<file path="src/rtl/ex_pkg.sv">
// Shared types for the sequential multiply/divide unit: op encodings, FSM states
// and a small conditional-negate helper.
package ex_pkg;

  typedef enum logic [2:0] {
    OP_MUL    = 3'd0,
    OP_MULH   = 3'd1,
    OP_MULHSU = 3'd2,
    OP_MULHU  = 3'd3,
    OP_DIV    = 3'd4,
    OP_DIVU   = 3'd5,
    OP_REM    = 3'd6,
    OP_REMU   = 3'd7
  } muldiv_op_t;

  typedef enum logic [1:0] {
    ST_IDLE = 2'd0,
    ST_CALC = 2'd1,
    ST_DONE = 2'd2
  } muldiv_state_t;

  function automatic logic [31:0] neg32(input logic [31:0] v, input logic n);
    return n ? (~v + 32'd1) : v;
  endfunction

endpackage

</file>
<file path="src/rtl/muldiv_div_step.sv">
// One restoring-divide iteration: shift {rem,quo} left by one, subtract the
// divisor when it fits and shift the resulting quotient bit in at the bottom.
module muldiv_div_step (
  input  logic [31:0] rem_i,
  input  logic [31:0] quo_i,
  input  logic [31:0] div_i,
  output logic [31:0] rem_o,
  output logic [31:0] quo_o
);

  logic [32:0] trial;
  logic [32:0] diff;

  always_comb begin
    trial = {rem_i, quo_i[31]};
    diff  = trial - {1'b0, div_i};
    // rem_i < div_i, so a non-negative difference always fits in 32 bits
    if (!diff[32]) begin
      rem_o = diff[31:0];
      quo_o = {quo_i[30:0], 1'b1};
    end else begin
      rem_o = trial[31:0];
      quo_o = {quo_i[30:0], 1'b0};
    end
  end

endmodule

</file>
<file path="src/rtl/ex_muldiv_seq.sv">
// Sequential RV32M multiply/divide unit: magnitude datapath, 32 radix-2 steps,
// sign fix-up on DONE entry. Define MULDIV_FAST_MUL_EN for single-cycle multiply.
module ex_muldiv_seq
  import ex_pkg::*;
#(
  parameter int TAG_W = 5
) (
  input  logic             clk,
  input  logic             rst,
  input  logic             req_valid,
  output logic             req_ready,
  input  muldiv_op_t       req_op,
  input  logic [31:0]      req_a,
  input  logic [31:0]      req_b,
  input  logic [TAG_W-1:0] req_tag,
  output logic             resp_valid,
  input  logic             resp_ready,
  output logic [31:0]      resp_data,
  output logic [TAG_W-1:0] resp_tag,
  output logic             busy
);

  muldiv_state_t    state_q, state_d;
  muldiv_op_t       op_q, op_d;
  logic [4:0]       cnt_q, cnt_d;
  logic [63:0]      acc_q, acc_d;      // mul: {hi, lo/multiplier}; div: {rem, quo}
  logic [31:0]      opb_q, opb_d;      // multiplicand or divisor magnitude
  logic [TAG_W-1:0] tag_q, tag_d;
  logic             neg_q_q, neg_q_d;  // negate product / quotient
  logic             neg_r_q, neg_r_d;  // negate remainder
  logic             resp_valid_q, resp_valid_d;
  logic [31:0]      resp_data_q, resp_data_d;
  logic [TAG_W-1:0] resp_tag_q, resp_tag_d;

  logic        a_sgn, b_sgn, a_neg, b_neg, div_zero, div_ovf;
  logic [31:0] a_mag, b_mag, div_rem, div_quo, result;
  logic [32:0] mul_sum;
  logic [63:0] mul_next, prod;

  assign req_ready  = (state_q == ST_IDLE);
  assign busy       = (state_q != ST_IDLE);
  assign resp_valid = resp_valid_q;
  assign resp_data  = resp_data_q;
  assign resp_tag   = resp_tag_q;

  always_comb begin
    a_sgn    = (req_op == OP_MULH) || (req_op == OP_MULHSU) ||
               (req_op == OP_DIV)  || (req_op == OP_REM);
    b_sgn    = (req_op == OP_MULH) || (req_op == OP_DIV) || (req_op == OP_REM);
    a_neg    = a_sgn && req_a[31];
    b_neg    = b_sgn && req_b[31];
    a_mag    = neg32(req_a, a_neg);
    b_mag    = neg32(req_b, b_neg);
    div_zero = req_op[2] && (req_b == 32'd0);
    div_ovf  = ((req_op == OP_DIV) || (req_op == OP_REM)) &&
               (req_a == 32'h8000_0000) && (req_b == 32'hFFFF_FFFF);
  end

  muldiv_div_step u_div_step (
    .rem_i (acc_q[63:32]),
    .quo_i (acc_q[31:0]),
    .div_i (opb_q),
    .rem_o (div_rem),
    .quo_o (div_quo)
  );

  always_comb begin
    mul_sum  = {1'b0, acc_q[63:32]} + (acc_q[0] ? {1'b0, opb_q} : 33'd0);
    mul_next = {mul_sum, acc_q[31:1]};
    prod     = neg_q_q ? (~acc_q + 64'd1) : acc_q;
    case (op_q)
      OP_MUL:                      result = prod[31:0];
      OP_MULH, OP_MULHSU, OP_MULHU: result = prod[63:32];
      OP_DIV, OP_DIVU:             result = neg32(acc_q[31:0], neg_q_q);
      default:                     result = neg32(acc_q[63:32], neg_r_q);
    endcase
  end

  always_comb begin
    state_d      = state_q;
    op_d         = op_q;
    cnt_d        = cnt_q;
    acc_d        = acc_q;
    opb_d        = opb_q;
    tag_d        = tag_q;
    neg_q_d      = neg_q_q;
    neg_r_d      = neg_r_q;
    resp_valid_d = resp_valid_q;
    resp_data_d  = resp_data_q;
    resp_tag_d   = resp_tag_q;
    case (state_q)
      ST_IDLE: begin
        if (req_valid) begin
          op_d    = req_op;
          tag_d   = req_tag;
          opb_d   = b_mag;
          cnt_d   = 5'd0;
          neg_q_d = a_neg ^ b_neg;
          neg_r_d = a_neg;
          acc_d   = {32'd0, a_mag};
          state_d = ST_CALC;
          // Corner cases bypass iteration with the architectural results preloaded
          if (div_zero) begin
            acc_d   = {req_a, 32'hFFFF_FFFF};
            neg_q_d = 1'b0;
            neg_r_d = 1'b0;
            state_d = ST_DONE;
          end else if (div_ovf) begin
            acc_d   = {32'd0, 32'h8000_0000};
            neg_q_d = 1'b0;
            neg_r_d = 1'b0;
            state_d = ST_DONE;
          end
`ifdef MULDIV_FAST_MUL_EN
          else if (!req_op[2]) begin
            acc_d   = {32'd0, a_mag} * {32'd0, b_mag};
            state_d = ST_DONE;
          end
`endif
        end
      end
      ST_CALC: begin
        acc_d = op_q[2] ? {div_rem, div_quo} : mul_next;
        cnt_d = cnt_q + 5'd1;
        if (cnt_q == 5'd31) state_d = ST_DONE;
      end
      ST_DONE: begin
        // First DONE cycle registers the sign-corrected result
        if (!resp_valid_q) begin
          resp_valid_d = 1'b1;
          resp_data_d  = result;
          resp_tag_d   = tag_q;
        end else if (resp_ready) begin
          resp_valid_d = 1'b0;
          state_d      = ST_IDLE;
        end
      end
      default: state_d = ST_IDLE;
    endcase
  end

  always_ff @(posedge clk) begin
    if (rst) begin
      state_q      <= ST_IDLE;
      op_q         <= OP_MUL;
      cnt_q        <= 5'd0;
      acc_q        <= 64'd0;
      opb_q        <= 32'd0;
      tag_q        <= '0;
      neg_q_q      <= 1'b0;
      neg_r_q      <= 1'b0;
      resp_valid_q <= 1'b0;
      resp_data_q  <= 32'd0;
      resp_tag_q   <= '0;
    end else begin
      state_q      <= state_d;
      op_q         <= op_d;
      cnt_q        <= cnt_d;
      acc_q        <= acc_d;
      opb_q        <= opb_d;
      tag_q        <= tag_d;
      neg_q_q      <= neg_q_d;
      neg_r_q      <= neg_r_d;
      resp_valid_q <= resp_valid_d;
      resp_data_q  <= resp_data_d;
      resp_tag_q   <= resp_tag_d;
    end
  end

endmodule

</file>
<file path="config.mk">
export PLATFORM = sky130hd
export DESIGN_NAME = ex_muldiv_seq
export DESIGN_NICKNAME = d
export VERILOG_FILES = /design/src/rtl/ex_pkg.sv /design/src/rtl/muldiv_div_step.sv /design/src/rtl/ex_muldiv_seq.sv
export SDC_FILE = /design/constraint.sdc
export NUM_CORES = 1
export LEC_CHECK = 0
export ABC_AREA = 1
export CAP_MARGIN = 15
export CORE_ASPECT_RATIO = 1.1
export CORE_MARGIN = 2
export CORE_UTILIZATION = 50
export CTS_CLUSTER_SIZE = 10
export DETAILED_ROUTE_END_ITERATION = 16
export PLACE_DENSITY_LB_ADDON = 0.2
export SLEW_MARGIN = 0
export SYNTH_ARGS = -nofsm -noshare
export SYNTH_HDL_FRONTEND = slang
export SYNTH_SLANG_ARGS = --single-unit
</file>
<file path="constraint.sdc">
create_clock -name clk -period 5.3 [get_ports clk]
set_clock_uncertainty 0.2 [all_clocks]
set_input_delay 1.59 -clock clk [delete_from_list [all_inputs] [get_ports clk]]
set_output_delay 1.59 -clock clk [all_outputs]
set_load 0.01 [all_outputs]
</file>
## Yosys cells after proc, flatten, opt, wreduce, memory -nomap -nowiden

Index checks and enable logic that the tools add are counted.

- Add/sub/neg operators: 8
- Eq/ne operators: 18
- Multiplexer cells: 29
- Bitwise gates (word level): 7
- Reduce and logical (&&, ||, !) cells: 22

Operators by type and width:

| cell | count |
|---|---|
| $mux 64 | 4 |
| $mux 32 | 7 |
| $add 32x1->32 const B | 4 |
| $not 32->32 | 4 |
| $pmux 64 s2 | 1 |
| $pmux 32 s3 | 1 |
| $add 64x1->64 const B | 1 |
| $eq 32x32->1 const B | 2 |
| $not 64->64 | 1 |
| $add 32x32->33 | 1 |
| $sub 33x32->33 | 1 |
| $logic_not 32->1 | 1 |
| $eq 3x3->1 const B | 4 |
| $mux 2 | 6 |
| $pmux 5 s2 | 1 |
| $eq 3x2->1 const B | 3 |
| $ne 2x2->1 const B | 4 |
| $mux 1 | 7 |
| $eq 3x1->1 const B | 2 |
| $logic_or 1x1->1 | 6 |
| $pmux 2 s3 | 1 |
| $reduce_and 2->1 | 3 |
| $add 5x1->5 const B | 1 |
| $eq 5x5->1 const B | 1 |
| 12 further kinds | 17 |

- Bits in registers: 151
- Input port bits: 76
- Output and inout port bits: 40
- Word-level logic and storage cells: 95

## Longest topological paths before layout

- Word-level depth: 10
- Depth in mapped cells: 21
- Gate-level depth less buffers: 20

## Cells and area by module

From an unflattened synthesis, not the netlist that was laid out.

- Cells, all modules: 3412
- Area, all modules: 18109.9 um^2

Modules (own cells, without submodules):

| module | instances | cells an instance | area an instance (um^2) | sequential area each (um^2) |
|---|---|---|---|---|
| ex_muldiv_seq | 1 | 2701 | 14726.6 | 3022.9 |
| muldiv_div_step | 1 | 711 | 3383.2 | 0.0 |

## Worst setup path before layout

No wires, ideal clock.

- Kind: input to register
- From: input req_b[1]
- To: register opb_q[24]
- Library setup time: 115 ps
- Arrival time: 3089 ps
- Data required time: 4985 ps
- Path slack: 1895 ps
- Stages on the path: 13
- Buffers on the path: 1
- Cells stage by stage: inv_1 ha_1 nand2_1 nor3b_4 nand3_4 nor2_4 nand4_2 nor2_2 buf_6 nor2_1 xor2_1 o21ai_0 inv_1

- Longest elaborated chain between the ends: 3

RTL lines:

| what | line | text |
|---|---|---|
| start: declaration | ex_muldiv_seq.sv:14 | `input logic [31:0] req_b,` |
| $not 32->32 | ex_pkg.sv:23 | `return n ? (~v + 32'd1) : v;` |
| $add 32x1->32 | ex_pkg.sv:23 |  |
| $mux 32 | ex_pkg.sv:23 |  |
| end signal: assignment | ex_muldiv_seq.sv:160 | `opb_q <= opb_d;` |
| end: declaration | ex_muldiv_seq.sv:27 | `logic [31:0] opb_q, opb_d;` |

Every way passes these cells.
A chain may end at the register's enable or synchronous reset.

## Worst setup path in the final report

- From: input req_b[1]
- To: register acc_q[38]

- Longest elaborated chain between the ends: 5

RTL lines:

| what | line | text |
|---|---|---|
| $logic_not 32->1 | ex_muldiv_seq.sv:54 | `div_zero = req_op[2] && (req_b == 32'd0);` |
| $logic_and 1x1->1 | ex_muldiv_seq.sv:54 |  |
| $mux 64 | ex_muldiv_seq.sv:103 | `if (div_zero) begin` |
| $mux 64 | ex_muldiv_seq.sv:93 | `if (req_valid) begin` |
| $pmux 64 s2 | ex_muldiv_seq.sv:91 | `case (state_q)` |
| end signal: assignment | ex_muldiv_seq.sv:147 | `acc_q <= 64'd0;` |
| end signal: assignment | ex_muldiv_seq.sv:159 | `acc_q <= acc_d;` |
| end: declaration | ex_muldiv_seq.sv:26 | `logic [63:0] acc_q, acc_d;` |

Every way passes these cells. The select of a mux whose other input is x is not followed.

==> flow_summary.ini <==
[pwr]
p_int_mw = 2.79
power_switching_mw = 2.95
pwr-share-seq_pct = 26.0
p_leak_nw = 9.86
netSwitchingFraction_pct = 51.4
powerDensity_nw_per_um2 = 296
vdd_drop_max_v = 0.000299
total_power_mw = 5.74
p_clk_share_pct = 22.2
combPwrFrac_pct = 51.8

[run]
max-cap-violations = 0

[layout]
layout-drive-gt1-share_pct = 4.80
fin_area_um2 = 19400
diodes = 0
fin_nets = 3343
ff_latch_area_um2 = 3030
nFillCells = 3546
final_cell_mix = 849 x nand2_1, 448 x inv_1, 315 x nor2_1
final_common_cell = nand2_1
area_growth_pct = 11.8
multi_input_area_um2 = 12100

[logic_synthesis]
synth-edff-count = 0
synth_area_um2 = 17400
synth_ff_type = dfxtp_1
synthArstFlopShare_pct = 0
syn_area_per_cell_um2 = 5.53
yosys_warnings = 0
synth_cells = 3143
syn_nets = 3292
ys_ff_latch = 151
synth_seq_area_share_pct = 17.4
synth_cell_types = 56

[critical_path]
crit_path_end_kind = flip-flop
required_ns = 5.49
arrival_ns = 4.48
cp_slowest_cell = clkdlybuf4s50_1
worstPathCellList = clkdlybuf4s50_1, inv_1, ha_1, nand2_1, nor3b_4, nand3_4, nor2_4, nand4_2, nor2_2, buf_4, nand4_1, o21ai_0, a21oi_1, nor2_1
cpPeakStageDelay_ns = 0.42
critPathKind = input port to flip-flop
cp-start-kind = input port
critPathMaxFanout = 17

[clock_tree]
cts_root_buf = clkbuf_16
clk_latency_ns = 0.47
clock_sinks = 151
cts_buffers = 17
clockBufferDepth = 2
holdBufCountCts = 0
h-tree-depth = 4
cts_setup_buffers = 0
cts_tree = yes
ctsResizeCount = 0
path_clk_slew_ns = 0.07

[grt]
antenna_found_initial = 1
grt_pass1_wl_mm = 120
grt_overflow = 0
grt_max_degree = 85
grt_usage_pct = 44.1
grt_pass1_vias = 20300

[placed_design]
gp_congestion = 1.05
place_area_um2 = 18800
io_buffers = 115
hpwl_mm = 63.5

[sta]
slew_headroom_pct = 24.5
tns_ns = 0
hold_violations = 0
fmax_mhz = 233
rsz0062_at_grt = false
finalCriticalPeriod_ns = 4.29
drv_slew = 0
finalCritPeriodShare_pct = 81.0
setup_viol = 0
max_slew.worst_pin.slew_ns = 1.13

[floorplan]
die_w_um = 182
rows = 71
core_um2 = 34200
start_util_pct = 50.8
die_h_um = 200
ios = 116
dieArea_um2 = 36300

[route]
drt_first_iter_violations = 2657
final_antenna_net_count = 0
routed_via_density = 6.00
routed-via-count = 21900
drt_wl_total_mm = 81.3
detail_route.wl_per_cell_um = 22.3
drc = 0
first_pass_iters = 6

[status]
outcome = completed

[min_path]
hold_path.class = flip-flop to flip-flop
## logic make-up (layout without fill, tap and decap cells)
| family | after synthesis | in the layout | synth area share [%] |
|---|---|---|---|
| AOI/OAI and AO/OA | 646 | 646 | 19.9 |
| and+or+nand+nor | 1590 | 1590 | 39.5 |
| buffers and inverters | 591 | 655 | 13.3 |
| xor gates and xnor gates | 92 | 92 | 4.64 |
| DFF | 151 | 151 | 17.4 |
| adders and majority gates | 73 | 73 | 5.34 |
## per-layer routing
layer  GRT usage [%]  up-vias  share of wire [%]
met5               0        -             0.0098
met4            37.5        2                9.6
met3            8.44      325                9.5
met2            72.4     1332                 45
met1            49.7     9948                 36
li1                -    10300                  -
## flip-flops by register name, summed over array words and instances, names as in the netlist, 2 cells and up
signal     count
acc_q         64
cnt_q          5
op_q           3
opb_q         32
resp_data     32
resp_tag       5
state_q        2
tag_q          5
## cell type report
type                    instances  area share, %
clock buffers                  17           2.19
well taps                     438           2.82
repair buffers                151           7.35
multi-input cells            2401           62.1
flip-flops and latches        151           15.6
inverters                     472           9.12
clock inverters                15          0.882
## worst paths after layout
kind                             startpoint                         to  slack [ns]  depth (start not counted)
setup reg to reg     acc_q[31]$_SDFFE_PP0P_     acc_q[61]$_SDFFE_PP0P_        1.22                         20
hold / removal    resp_data[9]$_SDFFE_PP0P_  resp_data[9]$_SDFFE_PP0P_        0.26                          2
setup / recovery                   req_b[1]     acc_q[38]$_SDFFE_PP0P_        1.01                         14
hold reg to reg   resp_data[9]$_SDFFE_PP0P_  resp_data[9]$_SDFFE_PP0P_        0.26                          2
## power groups by stage
stage	clock network, mW	registers [mW]	logic [mW]
6_report	1.27	1.49	2.98
5_1_grt	1.31	1.50	3.24
4_1_cts	1.27	1.48	2.89
3_5_place_dp	0	1.51	2.88
3_3_place_gp	0	1.50	2.85
2_1_floorplan	0	1.43	1.97
## metrics by stage
| stage | setup WS [ns] | cells | hold WS, ns | util (%) |
|---|---|---|---|---|
| finish | 1.01 | 3645 | 0.263 | 56.8 |
| global route | 0.902 | 3645 | 0.290 | 56.8 |
| CTS | 1.29 | 3645 | 0.265 | 56.8 |
| floorplan | 1.90 | 3143 | 0.243 | - |
| global placement | 0.873 | 3613 | 0.252 | 55.1 |
| detailed placement | 0.833 | 3613 | 0.255 | 55.1 |
## Yosys cell counts, drive strengths merged (6+ instances only)
library cell,n,area share [%]
and2,6,0.22
nor3,44,1.5
o31ai,8,0.42
nor2,336,7.9
xor2,78,3.9
o211ai,19,0.85
nand2,864,19
xnor2,14,0.71
or2,6,0.22
nand3b,6,0.26
dfxtp,151,17
nand3,253,7.6
nand4,61,2.2
nor4,10,0.36
o21a,8,0.35
o21ai,280,8.1
a31oi,17,0.61
buf,46,1.5
ha,71,5.1
clkbuf,73,1.6
inv,470,10
a21oi,293,8.5
## worst max-delay path, delay by kind of cell
kind | cells | cell delay, ns
and+or+nand+nor | 8 | 1.55
buffers and inverters | 3 | 0.84
AOI/OAI and AO/OA | 2 | 0.29
adders and majority gates | 1 | 0.19
(Power assumes the default switching activity.)
